`config.mk`:
```
export PLATFORM = sky130hd
export DESIGN_NAME = mux32_rr_arbiter
export DESIGN_NICKNAME = d
export VERILOG_FILES = /design/src/rtl/mux32_rr_arbiter.sv
export SDC_FILE = /design/constraint.sdc
export NUM_CORES = 1
export LEC_CHECK = 0
export BUFFER_PORTS_ARGS = -buffer_cell sky130_fd_sc_hd__buf_2
export CELL_PAD_IN_SITES_DETAIL_PLACEMENT = 0
export CELL_PAD_IN_SITES_GLOBAL_PLACEMENT = 1
export CORE_ASPECT_RATIO = 2
export CORE_UTILIZATION = 49
export DETAILED_ROUTE_END_ITERATION = 10
export PLACE_DENSITY = 0.83
export SYNTH_ARGS = -nofsm -noshare
export SYNTH_HDL_FRONTEND = slang
export SYNTH_SLANG_ARGS = --single-unit
export TNS_END_PERCENT = 10
```
`constraint.sdc`:
```
create_clock -name clk -period 8 [get_ports clk]
set_input_delay 2 -clock clk [delete_from_list [all_inputs] [get_ports clk]]
set_output_delay 2 -clock clk [all_outputs]
set_load 0.005 [all_outputs]
```
`src/rtl/mux32_rr_arbiter.sv`:
```
// Round-robin arbiter for a 32:1 select datapath: drives sel/en, a one-hot grant,
// and paces beats to a sink over out_valid/out_ready, capping each grant at MAX_BURST beats.
module mux32_rr_arbiter #(
  parameter int unsigned MAX_BURST = 4
) (
  input  logic        clk,
  input  logic        rst,
  input  logic [31:0] req,
  input  logic        out_ready,
  output logic [4:0]  sel,
  output logic        en,
  output logic [31:0] gnt,
  output logic        out_valid
);

  // Handshake: a beat is transferred on every cycle where out_valid & out_ready;
  // out_valid is held high for the whole grant and does not depend on out_ready.

  typedef enum logic [1:0] {
    IDLE    = 2'd0,
    GRANT   = 2'd1,
    RELEASE = 2'd2
  } state_t;

  state_t      state;
  logic [4:0]  ptr;
  logic [3:0]  beat_cnt;

  logic        found;
  logic [4:0]  winner;
  logic [4:0]  idx;
  logic        beat;
  logic        last_beat;

  // Circular priority search starting at ptr; the descending loop lets the
  // smallest offset from ptr overwrite any later candidate.
  always_comb begin
    found  = 1'b0;
    winner = ptr;
    idx    = ptr;
    for (int i = 31; i >= 0; i--) begin
      idx = ptr + 5'(i);
      if (req[idx]) begin
        found  = 1'b1;
        winner = idx;
      end
    end
  end

  assign beat      = out_valid & out_ready;
  assign last_beat = (beat_cnt == 4'(MAX_BURST - 1));

  always_ff @(posedge clk or posedge rst) begin
    if (rst) begin
      state     <= IDLE;
      sel       <= 5'd0;
      en        <= 1'b0;
      gnt       <= 32'd0;
      out_valid <= 1'b0;
      ptr       <= 5'd0;
      beat_cnt  <= 4'd0;
    end else begin
      case (state)
        IDLE: begin
          if (found) begin
            sel       <= winner;
            gnt       <= 32'd1 << winner;
            en        <= 1'b1;
            out_valid <= 1'b1;
            beat_cnt  <= 4'd0;
            state     <= GRANT;
          end
        end
        GRANT: begin
          // A dropped request releases even if a beat lands on the same edge.
          if (!req[sel] || (beat && last_beat)) begin
            gnt       <= 32'd0;
            en        <= 1'b0;
            out_valid <= 1'b0;
            sel       <= 5'd0;
            ptr       <= sel + 5'd1;
            beat_cnt  <= 4'd0;
            state     <= RELEASE;
          end else if (beat) begin
            beat_cnt <= beat_cnt + 4'd1;
          end
        end
        RELEASE: begin
          // Dead cycle so the mux select settles before the next enable.
          state <= IDLE;
        end
        default: begin
          state <= IDLE;
        end
      endcase
    end
  end

endmodule

```
==> flow_summary.yaml <==
status:
  status: "finished clean"
sta:
  fin_crit_ns: 7.24
  fin_setup_tns_ns: 0
  fin_skew_ns: 0.00568
  slew_headroom: 0.0787
  grt_setup_unrepaired: "false"
  post-route-period-util: 0.905
  tightest_slew_ns: 1.37
  slew_viol_final: 0
  setup_violations: 0
  fmax_mhz: 138
  hold_viol: 0
detailed_routing:
  top_layer: "met5"
  drc: 0
  vias: 9544
  routed_wl_um: 41000
  wl_met2_um: 20500
  drtIter0Drc: 912
  postRouteAntennaNets: 0
  via_per_inst: 7.78
  wl_met1_um: 12500
  detail_route.first_pass.iterations: 5
  met3_length_um: 3700
  wire_per_inst_um: 33.4
synthesis:
  yosys_warnings: 0
  synth_seq_area_share: 0.137
  synth_nets: 1018
  yosysTopAreaCell: "mux4_2"
  synth-xor-area-share: 0.0440
  synth_edf_count: 0
  synth_area_mm2: 0.00892
  ys_ff_latch: 49
  synth_top_cell_area_share: 0.199
  yosys.area_share.simple: 0.164
  synth_compound_area_frac: 0.191
  synthFlopType: "dfrtp_1"
  netlist_top_cells_area: "mux4_2, dfrtp_1, mux2i_1"
  syn_avg_cell_area_um2: 9.22
  synth_top_family_by_area: "multiplexers"
  synthAdderAreaFrac: 0.0210
  async_flop_share: 1.00
  ys_types: 86
  syn_inst: 968
  synth.area.mux_share: 0.392
place:
  placed_cells: 1218
  routabilityCongestion: 1.10
  dp_hpwl_um: 30700
  port_buffers: 73
die:
  start_util: 0.502
  dieArea_mm2: 0.0188
  fp.dieH_um: 193
  core_mm2: 0.0178
  num_rows: 69
  io_pins: 74
  dieWidth_um: 97.4
clock_network:
  path_clk_slew_ns: 0.07
  cts_buffer_depth: 2
  cts_resized: 0
  cts_hold_buf: 0
  cts_tree: "done"
  clk_latency_ns: 0.30
  htreeDepth: 2
  cts_setup_buffers: 0
  root_buffer: "clkbuf_16"
  cts.sinks: 49
  cts_buffers: 5
global_route:
  grt_max_degree: 66
  overflow: 0
  antenna_found_initial: 0
  track_usage: 0.434
  grt_pass1_vias: 9217
  grt_pass1_wl_um: 59500
critical_path:
  cp-start-kind: "flop"
  crit_path_max_fanout: 22
  required_ns: 8.19
  crit_type: "flop to flop"
  arrival_ns: 7.43
  cp-end-kind: "flop"
finish:
  area_growth_pct: 7.92
  final_nets: 1062
  utilization: 0.542
  nFillCells: 1711
  layout.cells.non_filler: 1226
  drive_gt1_frac: 0.253
  n_antenna_cell: 0
worst_hold_path:
  hp-class: "flop to flop"
flow_run:
  cap_violations: 0
[registers in the layout, summed over array words and instances (netlist names)]
signal / flops
beat_cnt: 4
gnt: 32
out_valid: 1
ptr: 5
sel: 5
state: 2
[critical path, cell delays in order (launching register included)]
cell      delay [ns]
dfrtp_4         0.60
inv_2           0.25
ha_1            1.23
clkinv_1        1.03
mux2_2          0.56
mux4_2          0.51
mux2i_1         0.91
nor2_1          0.14
nand2_1         0.25
a31oi_1         0.10
o31a_1          0.37
o21ai_0         0.46
nand2_1         0.36
a41o_1          0.33
[logic make-up after synthesis]
group                      after synthesis
and+or+nand+nor                        297
AOI/OAI and AO/OA                      239
muxes                                  231
buffers and inverters                   93
DFF                                     49
xor gates and xnor gates                44
adders and majority gates               15
[metrics by stage]
step | hold slack (ns) | setup slack, ns | area [um^2]
4_1_cts | 0.481 | 1.09 | 9630
3_5_place_dp | 0.465 | 1.14 | 9460
2_1_floorplan | 0.473 | 1.86 | 8920
3_3_place_gp | 0.460 | 1.18 | 9460
5_1_grt | 0.505 | 0.560 | 9630
6_report | 0.479 | 0.758 | 9630
[placed cells by master (no fill, tap or decap), drive strengths merged, types with 7 or more instances in the layout]
cell	Yosys	final
a41o	17	17
and3	17	17
nor2	48	48
or3	11	11
o31ai	17	17
dfrtp	49	49
nor2b	7	7
mux2	40	40
nand3	42	42
inv	22	24
xor2	10	10
mux2i	104	104
a21oi	38	38
o21ai	43	43
nand4	16	16
o211ai	16	16
ha	15	15
and2	15	15
nor3	12	12
o22ai	12	12
a31oi	13	13
nand2	100	100
mux4	87	87
xnor2	34	34
buf	36	106
nand2b	9	9
a211oi	10	10
[synth_stat cells, drive strengths merged, types with 16 or more instances]
cell type / number
o21ai: 43
nand2: 100
nand3: 42
o211ai: 16
mux2i: 104
nand4: 16
mux4: 87
clkbuf: 33
a21oi: 38
buf: 36
dfrtp: 49
nor2: 48
inv: 22
mux2: 40
a41o: 17
and3: 17
xnor2: 34
o31ai: 17
[metal layers]
| metal | vias to the layer above | track usage |
|---|---|---|
| li1 | 3927 | - |
| met1 | 4629 | 0.434 |
| met2 | 730 | 0.751 |
| met3 | 256 | 0.0971 |
| met4 | 2 | 0.378 |
| met5 | - | 0.0275 |
[worst paths after layout]
check,start,cells past startpoint,end,slack [ns]
hold reg to reg,gnt[29]$_DFFE_PP0P_,2,gnt[29]$_DFFE_PP0P_,0.48
setup / recovery,ptr[0]$_DFFE_PP0P_,13,gnt[17]$_DFFE_PP0P_,0.76
setup reg to reg,ptr[0]$_DFFE_PP0P_,13,gnt[17]$_DFFE_PP0P_,0.76
min in group asynchronous,rst,2,gnt[30]$_DFFE_PP0P_,1.96
max in group asynchronous,rst,2,ptr[0]$_DFFE_PP0P_,5.28
hold / removal,gnt[29]$_DFFE_PP0P_,2,gnt[29]$_DFFE_PP0P_,0.48
[final cells by class]
cell class / instances / area (um^2) / area share
inverter: 24 / 90.1 / 0.00935
clock buffer: 5 / 125 / 0.0130
tap: 213 / 267 / 0.0277
sequential: 49 / 1230 / 0.128
timing repair buffer: 106 / 613 / 0.0637
multi-input combinational: 826 / 7260 / 0.754
clock inverter: 3 / 47.5 / 0.00494
Power is not shown: default switching activity piles up to over one toggle a cycle in this logic, so the estimate is an artifact.
